===== src/rtl/abcd_seq_pkg.sv =====
// rtl/abcd_seq_pkg.sv - shared state/step encodings and step constants for the ABCD sequencer
package abcd_seq_pkg;

  typedef enum logic {
    ST_IDLE,
    ST_RUN
  } state_e;

  typedef enum logic [1:0] {
    STEP_0,
    STEP_1,
    STEP_2,
    STEP_3
  } step_e;

  typedef enum logic [1:0] {
    SEL_A,
    SEL_B,
    SEL_C,
    SEL_D
  } reg_sel_e;

  localparam int SUB_K = 3;
  localparam int ADD_K = 10;

endpackage


===== src/rtl/abcd_step_alu.sv =====
// rtl/abcd_step_alu.sv - combinational step datapath: picks the target register and its next value
module abcd_step_alu
  import abcd_seq_pkg::*;
#(
  parameter int WIDTH = 32
) (
  input  step_e            step_i,
  input  logic [WIDTH-1:0] a_i,
  input  logic [WIDTH-1:0] b_i,
  input  logic [WIDTH-1:0] c_i,
  input  logic [WIDTH-1:0] d_i,
  output reg_sel_e         sel_o,
  output logic [WIDTH-1:0] value_o
);

  always_comb begin
    sel_o   = SEL_A;
    value_o = b_i + c_i;
    case (step_i)
      STEP_0: begin
        sel_o   = SEL_A;
        value_o = b_i + c_i;
      end
      STEP_1: begin
        sel_o   = SEL_D;
        value_o = a_i - WIDTH'(SUB_K);
      end
      STEP_2: begin
        sel_o   = SEL_B;
        value_o = d_i + WIDTH'(ADD_K);
      end
      STEP_3: begin
        sel_o   = SEL_C;
        value_o = c_i + WIDTH'(1);
      end
      default: begin
        sel_o   = SEL_A;
        value_o = b_i + c_i;
      end
    endcase
  end

endmodule


===== src/rtl/abcd_sequencer.sv =====
// rtl/abcd_sequencer.sv - timed four-step a/b/c/d sequencer; ABCD_SEQ_ABORT_EN adds an abort input
module abcd_sequencer
  import abcd_seq_pkg::*;
#(
  parameter int WIDTH       = 32,
  parameter int ITER        = 4,
  parameter int STEP_CYCLES = 5
) (
  input  logic                       clk,
  input  logic                       rst,
  input  logic                       start,
`ifdef ABCD_SEQ_ABORT_EN
  input  logic                       abort,
`endif
  input  logic [WIDTH-1:0]           a_init,
  input  logic [WIDTH-1:0]           b_init,
  input  logic [WIDTH-1:0]           c_init,
  input  logic [WIDTH-1:0]           d_init,
  output logic [WIDTH-1:0]           a,
  output logic [WIDTH-1:0]           b,
  output logic [WIDTH-1:0]           c,
  output logic [WIDTH-1:0]           d,
  output logic                       busy,
  output logic                       done,
  output logic [$clog2(ITER+1)-1:0]  iter_cnt
);

  localparam int CW = $clog2(ITER + 1);
  localparam int DW = (STEP_CYCLES > 1) ? $clog2(STEP_CYCLES) : 1;
  localparam logic [CW-1:0] ITER_LAST  = CW'(ITER);
  localparam logic [DW-1:0] DELAY_LAST = DW'(STEP_CYCLES - 1);

  state_e           state_q, state_d;
  step_e            step_q, step_d;
  logic [DW-1:0]    delay_q, delay_d;
  logic [CW-1:0]    iter_q, iter_d, iter_next;
  logic [WIDTH-1:0] a_q, a_d, b_q, b_d, c_q, c_d, d_q, d_d;
  logic             done_q, done_d;
  logic             abort_w;
  reg_sel_e         alu_sel;
  logic [WIDTH-1:0] alu_val;

`ifdef ABCD_SEQ_ABORT_EN
  assign abort_w = abort;
`else
  assign abort_w = 1'b0;
`endif

  abcd_step_alu #(.WIDTH(WIDTH)) u_alu (
    .step_i  (step_q),
    .a_i     (a_q),
    .b_i     (b_q),
    .c_i     (c_q),
    .d_i     (d_q),
    .sel_o   (alu_sel),
    .value_o (alu_val)
  );

  assign iter_next = iter_q + 1'b1;

  always_comb begin
    state_d = state_q;
    step_d  = step_q;
    delay_d = delay_q;
    iter_d  = iter_q;
    a_d     = a_q;
    b_d     = b_q;
    c_d     = c_q;
    d_d     = d_q;
    done_d  = 1'b0;
    case (state_q)
      ST_IDLE: begin
        if (start) begin
          state_d = ST_RUN;
          step_d  = STEP_0;
          delay_d = '0;
          iter_d  = '0;
          a_d     = a_init;
          b_d     = b_init;
          c_d     = c_init;
          d_d     = d_init;
        end
      end
      ST_RUN: begin
        // Abort leaves the datapath frozen mid-run and never raises done.
        if (abort_w) begin
          state_d = ST_IDLE;
        end else if (delay_q == DELAY_LAST) begin
          delay_d = '0;
          step_d  = step_e'(step_q + 2'd1);
          case (alu_sel)
            SEL_A:   a_d = alu_val;
            SEL_B:   b_d = alu_val;
            SEL_C:   c_d = alu_val;
            SEL_D:   d_d = alu_val;
            default: a_d = a_q;
          endcase
          if (step_q == STEP_3) begin
            iter_d = iter_next;
            if (iter_next == ITER_LAST) begin
              state_d = ST_IDLE;
              done_d  = 1'b1;
            end
          end
        end else begin
          delay_d = delay_q + 1'b1;
        end
      end
      default: state_d = ST_IDLE;
    endcase
  end

  always_ff @(posedge clk or posedge rst) begin
    if (rst) begin
      state_q <= ST_IDLE;
      step_q  <= STEP_0;
      delay_q <= '0;
      iter_q  <= '0;
      a_q     <= '0;
      b_q     <= '0;
      c_q     <= '0;
      d_q     <= '0;
      done_q  <= 1'b0;
    end else begin
      state_q <= state_d;
      step_q  <= step_d;
      delay_q <= delay_d;
      iter_q  <= iter_d;
      a_q     <= a_d;
      b_q     <= b_d;
      c_q     <= c_d;
      d_q     <= d_d;
      done_q  <= done_d;
    end
  end

  assign a        = a_q;
  assign b        = b_q;
  assign c        = c_q;
  assign d        = d_q;
  assign busy     = (state_q == ST_RUN);
  assign done     = done_q;
  assign iter_cnt = iter_q;

endmodule


===== config.mk =====
export PLATFORM = sky130hd
export DESIGN_NAME = abcd_sequencer
export DESIGN_NICKNAME = d
export VERILOG_FILES = /design/src/rtl/abcd_seq_pkg.sv /design/src/rtl/abcd_step_alu.sv /design/src/rtl/abcd_sequencer.sv
export SDC_FILE = /design/constraint.sdc
export NUM_CORES = 1
export LEC_CHECK = 0
export BUFFER_PORTS_ARGS = -buffer_cell sky130_fd_sc_hd__buf_2
export CORE_MARGIN = 1
export CORE_UTILIZATION = 58
export DETAILED_ROUTE_END_ITERATION = 8
export PLACE_DENSITY = 0.87
export RECOVER_POWER = 25
export SLEW_MARGIN = 20
export SYNTH_ARGS = -nofsm -noshare
export SYNTH_HDL_FRONTEND = slang
export SYNTH_SLANG_ARGS = --single-unit
export TNS_END_PERCENT = 100

===== constraint.sdc =====
create_clock -name clk -period 6.95 [get_ports clk]
set_clock_uncertainty 0.2 [all_clocks]
set_input_delay 0 -clock clk [delete_from_list [all_inputs] [get_ports clk]]
set_output_delay 0 -clock clk [all_outputs]
set_load 0.1 [all_outputs]

Word level (Yosys, flattened, before mapping)
Index checks and enable logic that the tools add are counted.
{"block": "totals", "reg_bits": 138, "in_bits": 131, "elab_cells": 76}
{"block": "classes", "addsub": 7, "n_eq_ne": 15, "mux": 36, "bitwise": 1, "n_reduce_logical": 8}
{"cell": "$mux 32", "n": 12}
{"cell": "$pmux 32 s2", "n": 4}
{"cell": "$pmux 32 s4", "n": 1}
{"cell": "$add 32x1->32 const B", "n": 1}
{"cell": "$add 32x32->32", "n": 1}
{"cell": "$add 32x4->32 const B", "n": 1}
{"cell": "$sub 32x2->32 const B", "n": 1}
{"cell": "$reduce_and 3->1", "n": 5}
{"cell": "$mux 3", "n": 4}
{"cell": "$ne 2x1->1 const B", "n": 6}
{"cell": "$pmux 3 s2", "n": 2}
{"cell": "$eq 2x2->1 const B", "n": 4}
{"cell": "$mux 1", "n": 8}
{"cell": "$pmux 2 s4", "n": 1}
{"cell": "$add 3x1->3 const B", "n": 2}
{"cell": "$eq 3x3->1 const B", "n": 2}
{"cell": "$eq 2x1->1 const B", "n": 2}
{"cell": "$logic_not 2->1", "n": 2}
{"cell": "$mux 2", "n": 2}
{"cell": "$pmux 2 s2", "n": 1}
{"cell": "$add 2x1->2 const B", "n": 1}
{"cell": "$ne 2x2->1 const B", "n": 1}
{"cell": "$pmux 1 s2", "n": 1}
{"cell": "$reduce_and 2->1", "n": 1}
{"cell": "$not 1->1", "n": 1}

Longest topological paths before layout
Gate-level depths: netlist of the first run.
{"block": "depth", "ltp_word": 6, "mapped_depth": 13, "ltp_nobuf": 12}

By module
A second synthesis of the first run with hierarchy kept.
{"block": "unflattened", "hier_cells": 1149, "hier_area_um2": 10276.1}
{"module": "abcd_sequencer", "n_inst": 1, "cells_per_inst": 630, "area_per_inst_um2": 6707.7, "seq_area_each_um2": 3453.3}
{"module": "abcd_step_alu", "n_inst": 1, "cells_per_inst": 519, "area_per_inst_um2": 3568.4, "seq_area_each_um2": 0.0}

Least setup slack after synthesis of the first run
Ideal clock, no wire load.
{"block": "synth_path", "path_kind": "register to register", "startpoint": "register a_q[0] (netlist: a[0])", "endpoint": "register b_q[30] (netlist: b[30])", "setup_time_ns": 0.123, "t_arrival_ns": 3.534, "setup_slack_ns": 3.093, "stages_incl_launch_ff": 11, "n_path_buf": 1, "synth_period_minus_slack_ns": 3.857, "path_cell_list": "dfrtp_1 > ha_1 > or3_4 > or4_1 > buf_2 > nor3_2 > or3b_1 > xnor2_1 > a221oi_1 > a21oi_2 > a32o_1"}
{"block": "synth_via", "elab_chain_cells": 5}
{"element": "start: declaration", "line": "abcd_sequencer.sv:37", "rtl": "logic [WIDTH-1:0] a_q, a_d, b_q, b_d, c_q, c_d, d_q, d_d;"}
{"element": "start signal: assignment", "line": "abcd_sequencer.sv:119", "rtl": "a_q <= '0;"}
{"element": "start signal: assignment", "line": "abcd_sequencer.sv:129", "rtl": "a_q <= a_d;"}
{"element": "$sub 32x2->32", "line": "abcd_step_alu.sv:26", "rtl": "value_o = a_i - WIDTH'(SUB_K);"}
{"element": "$pmux 32 s4", "line": "abcd_step_alu.sv:19", "rtl": "case (step_i)"}
{"element": "$mux 32", "line": "abcd_sequencer.sv:91", "rtl": "case (alu_sel)"}
{"element": "$mux 32", "line": "abcd_sequencer.sv:88", "rtl": "end else if (delay_q == DELAY_LAST) begin"}
{"element": "$pmux 32 s2", "line": "abcd_sequencer.sv:71", "rtl": "case (state_q)"}
{"element": "end signal: assignment", "line": "abcd_sequencer.sv:120", "rtl": "b_q <= '0;"}
{"element": "end signal: assignment", "line": "abcd_sequencer.sv:130", "rtl": "b_q <= b_d;"}
{"element": "end: declaration", "line": "abcd_sequencer.sv:37"}
Every way passes these cells. The select of a mux whose other input is x is not followed.
A chain may end at the register's enable or synchronous reset.

Worst setup path in the final report of the first run
{"block": "layout_path", "startpoint": "register step_q[0]", "endpoint": "register a_q[22] (netlist: a[22])"}
{"block": "layout_via", "elab_chain_cells": 5}
{"element": "start: declaration", "line": "abcd_sequencer.sv:34", "rtl": "step_e step_q, step_d;"}
{"element": "start signal: assignment", "line": "abcd_sequencer.sv:126", "rtl": "step_q <= step_d;"}
{"element": "$eq 2x2->1 (tied with other cells)", "line": "abcd_step_alu.sv:19"}
{"element": "$pmux 32 s4 / $pmux 2 s4 (equally long branches)", "line": "abcd_step_alu.sv:19"}
{"element": "$mux 32 / $logic_not 2->1 (equally long branches)", "line": "abcd_sequencer.sv:91"}
{"element": "$mux 32 / $ne 2x1->1 (equally long branches)"}
{"element": "$pmux 32 s2 / $reduce_and 3->1 (equally long branches)"}
Parallel ways exist; a longest one is shown, timed or not. The select of a mux whose other input is x is not followed.

==> metrics.csv, run 1 <==
stage;metric;value;unit
layout;area_delta_synth_final;33.6;%
worst_setup_path;cp.arrival;4650;ps
global_routing;grt_max_degree;90;
yosys;avgSynthCellArea;8.07;µm²
layout;drive_above_1_share;19.5;%
clock_tree;cts_resized;0;
sta;setup-tns-final;0;ps
clock_tree;clkLatencyLatePin;440;ps
sta;slew_violations;69;
layout;nNetsFinal;1727;
routing;wire_per_inst;22.6;µm
floorplanning;die-area;17200;µm²
yosys;ys_ff_latch;138;
floorplanning;die_y;131;µm
global_routing;grt_pass1_wl;62900;µm
yosys;synth_fp_nets;1374;
sta;min_period;4590;ps
min_path;hold_path.startpoint;a_init[5];
yosys;synth_cells;1201;
yosys;syn_area;9690;µm²
run_status;status;finished, violations left;
sta;setup_viol;0;
worst_setup_path;end_kind;flip-flop;
min_path;min_to;a[5]$_DFFE_PP0P_;
global_routing;grt_pass1_vias;11400;
clock_tree;clockBufferDepth;2;
sta;fmax;0.218;GHz
yosys;synth_ff_type;dfrtp_1;
global_routing;antenna_found_initial;1;
worst_setup_path;path_class;reg2reg;
yosys;yosysWarnings;0;
routing;dr.pass1.iters;7;
run_status;violations;capacitance limit, slew limit;
floorplanning;coreArea;16100;µm²
sta;period_share;66.0;%
floorplanning;ioPinCount;264;
floorplanning;initial_core_util;60.2;%
global_routing;grt-ovfl-total;0;
clock_tree;cts-root-buf;clkbuf_16;
sta;worst_slew_pin_slew;3100;ps
sta;timing.final.hold_violations;0;
clock_tree;cts_buffers;17;
clock_tree;cts_htree_levels;4;
worst_setup_path;reg2regPathDepth;13;
routing;ant_nets;0;
clock_tree;cts.sinks;138;
min_path;hold_depth;4;
yosys;async_flop_share;100;%
worst_setup_path;start_kind;flip-flop;
routing;vias;11800;
routing;drc;0;
placement;dp_hpwl;25700;µm
routing;wl;40300;µm
global_routing;grt_use_total;46.9;%
worst_setup_path;worstPathRequired;7020;ps
routing;vias_per_cell;6.60;
clock_tree;cts.reportedPaths.clkPinSlew;60;ps
sta;rsz0062_at_grt;no;
yosys;netlist-cell-type-count;66;
floorplanning;placement_rows;46;
worst_setup_path;worstPathMaxFanout;35;
floorplanning;die_w;131;µm
placement;gp_congestion;1.02;
run;maxCapViolations;1;
placement;port_buffers;263;
worst_setup_path;reg2reg_slack;2360;ps
min_path;hp-class;in2reg;
yosys;synth-seq-area-share;35.6;%
clock_tree;cts_tree;yes;
worst_setup_path;r2r-end;a[22]$_DFFE_PP0P_;
worst_setup_path;r2r-start;step_q[0]$_DFFE_PP0P_;
routing;drt_iter0_drc;1891;
yosys;synth_edf_count;0;
sta;slew_headroom;-108;%
## cells by family (layout without fill, tap and decap cells)
family | count (synthesis) | after routing | share of synthesized area, %
simple gates | 460 | 460 | 22.4
compound gates | 381 | 381 | 24.8
flops | 138 | 138 | 35.6
buf+inv | 93 | 459 | 3.73
xor+xnor | 81 | 81 | 7.32
fa+ha+maj | 42 | 42 | 5.50
mux | 6 | 6 | 0.645
other cells | 0 | 1 | 0
## how the worst max path moves through the flow
| stage | startpoint | end | depth (start not counted) |
|---|---|---|---|
| detailed placement | step_q[0]$_DFFE_PP0P_ | a[22]$_DFFE_PP0P_ | 13 |
| global placement | step_q[0]$_DFFE_PP0P_ | c[22]$_DFFE_PP0P_ | 13 |
| global route | step_q[0]$_DFFE_PP0P_ | b[22]$_DFFE_PP0P_ | 13 |
| floorplan | rst | a[0]$_DFFE_PP0P_ | 1 |
| CTS | step_q[0]$_DFFE_PP0P_ | a[22]$_DFFE_PP0P_ | 13 |
| finish | step_q[0]$_DFFE_PP0P_ | a[22]$_DFFE_PP0P_ | 13 |
## metal layers
metal  GRT usage [%]  wire [µm]  part of all wire [%]
met5               0          0                     0
met4            26.1       2340                   5.8
met3            13.8       5490                    14
met2            73.3      18000                    45
met1            58.2      14500                    36
## synth_stat cells (12+ instances only)
master      n  area share (%)
a21o_1     22             1.7
a21oi_1    93             4.8
a22o_1     16             1.4
a31oi_1    33             2.1
and3_1     15            0.97
clkbuf_1   64             2.5
dfrtp_1   138              36
ha_1       41             5.3
inv_1      20            0.77
nand2_1   145             5.6
nand3_1    22             1.1
nand4_1    14            0.90
nor2_1    145             5.6
nor2b_1    35             2.3
nor3_1     20             1.0
nor4_1     12            0.77
o21ai_0   111             5.7
o31ai_1    18             1.4
xnor2_1    40             3.6
xor2_1     41             3.7
## layout by cell type (no fill, tap or decap), types with 15 or more instances in the layout
cell | Yosys | final
xor2_1 | 41 | 41
inv_1 | 20 | 19
nor3_1 | 20 | 20
buf_2 | 4 | 229
and3_1 | 15 | 15
nor2_1 | 145 | 144
dlygate4sd3_1 | 0 | 130
clkbuf_1 | 64 | 34
a22o_1 | 16 | 16
dfrtp_1 | 138 | 137
nor2b_1 | 35 | 35
a21oi_1 | 93 | 90
a21o_1 | 22 | 22
clkbuf_16 | 0 | 17
nand2_1 | 145 | 143
a31oi_1 | 33 | 33
xnor2_1 | 40 | 40
o31ai_1 | 18 | 18
ha_1 | 41 | 41
nand3_1 | 22 | 22
o21ai_0 | 111 | 111
## final cells by class
class,count,area (µm²)
clock buffers,19,453
diodes,1,2.50
repair buffers,406,2670
inverters,21,80.1
well taps,216,270
multi-input cells,970,5900
clock inverters,13,118
flip-flops and latches,138,3450
fillers,1053,3170
## worst max-delay path, stage by stage (launching register included)
cell and delay (ps):
dfrtp_1 420, ha_1 210, buf_4 260, or2_2 320
ha_1 210, fa_1 410, a21o_1 230, a311o_1 390
nand2_1 80, a31oi_1 220, a21oi_1 230, xnor2_1 90
a211oi_1 890, o21ai_0 230
## sequential cells by signal, indices dropped and copies added (netlist names)
register	flops
d	32
iter_cnt	3
busy	1
c	32
done	1
delay_q	3
a	32
step_q	2
b	32
## repair_timing
item                      CTS  global route
hold buffers              130             0
buffers inserted            0             0
hold endpoints to repair  201             0
## stage by stage
stage	util, %	cells	worst slack [ps]	area, µm²	hold slack [ps]
finish	80.3	1784	2360	12900	175
global route	80.3	1784	2250	12900	192
CTS	80.6	1783	2530	13000	32.0
detailed placement	69.0	1621	2550	11100	-67.3
global placement	69.0	1621	2650	11100	-75.0
floorplan	-	1201	3050	9690	-114
Power of run 1 is left out: the tool's default activity adds up to more than one toggle a clock period on the data nets, which glitch-free logic cannot reach.
==> inputs of run 2 (changes only) <==
--- a/config.mk
+++ b/config.mk
@@ -7,9 +7,9 @@
 export LEC_CHECK = 0
 export BUFFER_PORTS_ARGS = -buffer_cell sky130_fd_sc_hd__buf_2
 export CORE_MARGIN = 1
-export CORE_UTILIZATION = 58
+export CORE_UTILIZATION = 49
 export DETAILED_ROUTE_END_ITERATION = 8
-export PLACE_DENSITY = 0.87
+export PLACE_DENSITY = 0.78
 export RECOVER_POWER = 25
 export SLEW_MARGIN = 20
 export SYNTH_ARGS = -nofsm -noshare
==> constraint.sdc (replaced) <==
create_clock -name clk -period 4.12 [get_ports clk]
set_clock_uncertainty 0.2 [all_clocks]
set_input_delay 0 -clock clk [delete_from_list [all_inputs] [get_ports clk]]
set_output_delay 0 -clock clk [all_outputs]
set_load 0.1 [all_outputs]
==> run 2 against run 1 <==
Net effect: the run still ends with capacitance limit, slew limit left; sequential share of layout area shrank 0.74 points; wire length is 0.12% lower; highest routed layer unchanged; via count shrank 2.3%; non-clock buffer count grew 31; register-to-register slack got worse by 2200 ps; hold slack improved by 1.6 ps; first-iteration DRC count fell by 29%; die area is 18% higher; count of clock-buffer cells in the layout grew 3.
==> metrics.csv, run 2 (same netlist as run 1, synthesis figures left out) <==
stage;metric;value;unit
global_routing;grt_pass1_wl;61000;µm
floorplanning;placement_rows;51;
clock_tree;cts_htree_levels;4;
global_routing;grt_pass1_vias;10900;
sta;timing.final.hold_violations;0;
min_path;hold_path.startpoint;c_init[31];
layout;nNetsFinal;1758;
sta;fmax;0.250;GHz
worst_setup_path;path_cells;ha_1 -> buf_4 -> nor2b_1 -> ha_1 -> nand3_1 -> nor2_1 -> a21boi_0 -> nand3_1 -> a21boi_0 -> xnor2_1 -> o21ai_0 -> buf_4 -> o22ai_1;
run;maxCapViolations;1;
worst_setup_path;path_delay_family;compound AO/OA/AOI/OAI gates;
global_routing;grt_max_degree;101;
clock_tree;clockBufferDepth;2;
sta;worst_slew_pin_slew;2230;ps
layout;nFillCells;1569;
sta;min_period;4010;ps
layout;drive_above_1_share;22.7;%
placement;dp_hpwl;27900;µm
clock_tree;cts.reportedPaths.clkPinSlew;60;ps
clock_tree;clkLatencyLatePin;430;ps
clock_tree;cts-root-buf;clkbuf_16;
run_status;status;finished, violations left;
global_routing;grt-ovfl-total;0;
clock_tree;cts_tree;yes;
floorplanning;initial_core_util;50.0;%
worst_setup_path;end_kind;flip-flop;
worst_setup_path;r2r-start;step_q[0]$_DFFE_PP0P_;
floorplanning;coreArea;19400;µm²
global_routing;grt_use_total;39.7;%
worst_setup_path;cp_slowest_cell;o21ai_0;
routing;drc;0;
run_status;violations;capacitance limit, slew limit;
placement;port_buffers;263;
floorplanning;die_w;143;µm
sta;rsz0062_at_grt;no;
sta;period_share;97.2;%
clock_tree;cts.sinks;138;
worst_setup_path;slowest_delay;630;ps
routing;ant_nets;0;
placement;gp_congestion;0.994;
worst_setup_path;start_kind;flip-flop;
clock_tree;cts_setup_buffers;0;
worst_setup_path;worstPathMaxFanout;14;
worst_setup_path;worstPathRequired;4210;ps
worst_setup_path;critical_path_buf_inv_count;2;
routing;vias_per_cell;6.17;
sta;whs;177;ps
worst_setup_path;path_class;reg2reg;
routing;wire_per_inst;21.6;µm
routing;dr.pass1.iters;6;
layout;final_cell_mix;buf_2, nand2_1, nor2_1, dfrtp_1, dlygate4sd3_1;
worst_setup_path;cp.arrival;4090;ps
floorplanning;die_y;143;µm
clock_tree;cts_buffers;17;
sta;setup-tns-final;0;ps
layout;final_common_cell;buf_2;
global_routing;antenna_found_initial;0;
min_path;hp-class;in2reg;
sta;setup_viol;0;
routing;wl;40300;µm
sta;slew_headroom;-48.6;%
floorplanning;die-area;20400;µm²
routing;drt_iter0_drc;1335;
worst_setup_path;crit_path_start;step_q[0]$_DFFE_PP0P_;
floorplanning;ioPinCount;264;
routing;vias;11500;
sta;slew_violations;101;
layout;area_delta_synth_final;37.4;%
run 2: cell count changes in the layout (fill, tap and decap cells not counted), moves of 2 or more:
cell | previous run | this run
buf_4 | 13 | 43
nand2_2 | 2 | 0
buf_2 | 229 | 259
clkinv_4 | 4 | 2
clkbuf_1 | 34 | 6
nand2_1 | 143 | 145
run 2: worst paths after layout:
check | endpoint | slack, ps | depth (start not counted)
setup reg to reg | d[23]$_DFFE_PP0P_ | 110 | 13
min in group asynchronous | d[16]$_DFFE_PP0P_ | 560 | 3
hold / removal | c[31]$_DFFE_PP0P_ | 180 | 4
hold reg to reg | b[23]$_DFFE_PP0P_ | 310 | 2
max in group asynchronous | a[5]$_DFFE_PP0P_ | 1770 | 4
setup / recovery | d[23]$_DFFE_PP0P_ | 110 | 13
run 2: timing repair:
action                                  CTS  global route
hold buffers                            130             0
endpoints found under the setup margin    0             0
endpoints found under the hold margin   231             0
resized for setup                         0             0
run 2: area by class of cell:
cell class | count | area, µm² | share of cell area (%)
multi-input combinational | 970 | 5900 | 44.3
inverter | 21 | 82.6 | 0.620
clock inverter | 10 | 116 | 0.874
timing repair buffer | 437 | 2960 | 22.2
sequential | 138 | 3450 | 25.9
antenna | 1 | 2.50 | 0.0188
tap | 265 | 332 | 2.49
clock buffer | 22 | 474 | 3.56
run 2: routing by layer:
metal  GRT usage [%]  up-vias  routed length [µm]
met5               0        -                   0
met4            17.3        0                1810
met3            7.91      146                4200
met2            64.3      833               18600
met1            51.4     5451               15600
li1                -     5079                   -
run 2: worst min-delay path: cells and delay by family:
| kind | cells | cell delay [ps] |
|---|---|---|
| AOI/OAI and AO/OA | 1 | 70 |
| buffers and inverters | 2 | 650 |
| and+or+nand+nor | 1 | 50 |
run 2: stage by stage:
stage               worst slack, ps  area, µm²  instances  utilization [%]
floorplan                       224       9690       1201                -
global placement                285      11400       1701             58.9
detailed placement              244      11400       1701             58.9
CTS                             227      13300       1863             68.6
global route                   2.47      13300       1863             68.6
finish                          114      13300       1864             68.7
Power of run 2 is left out for the same reason.
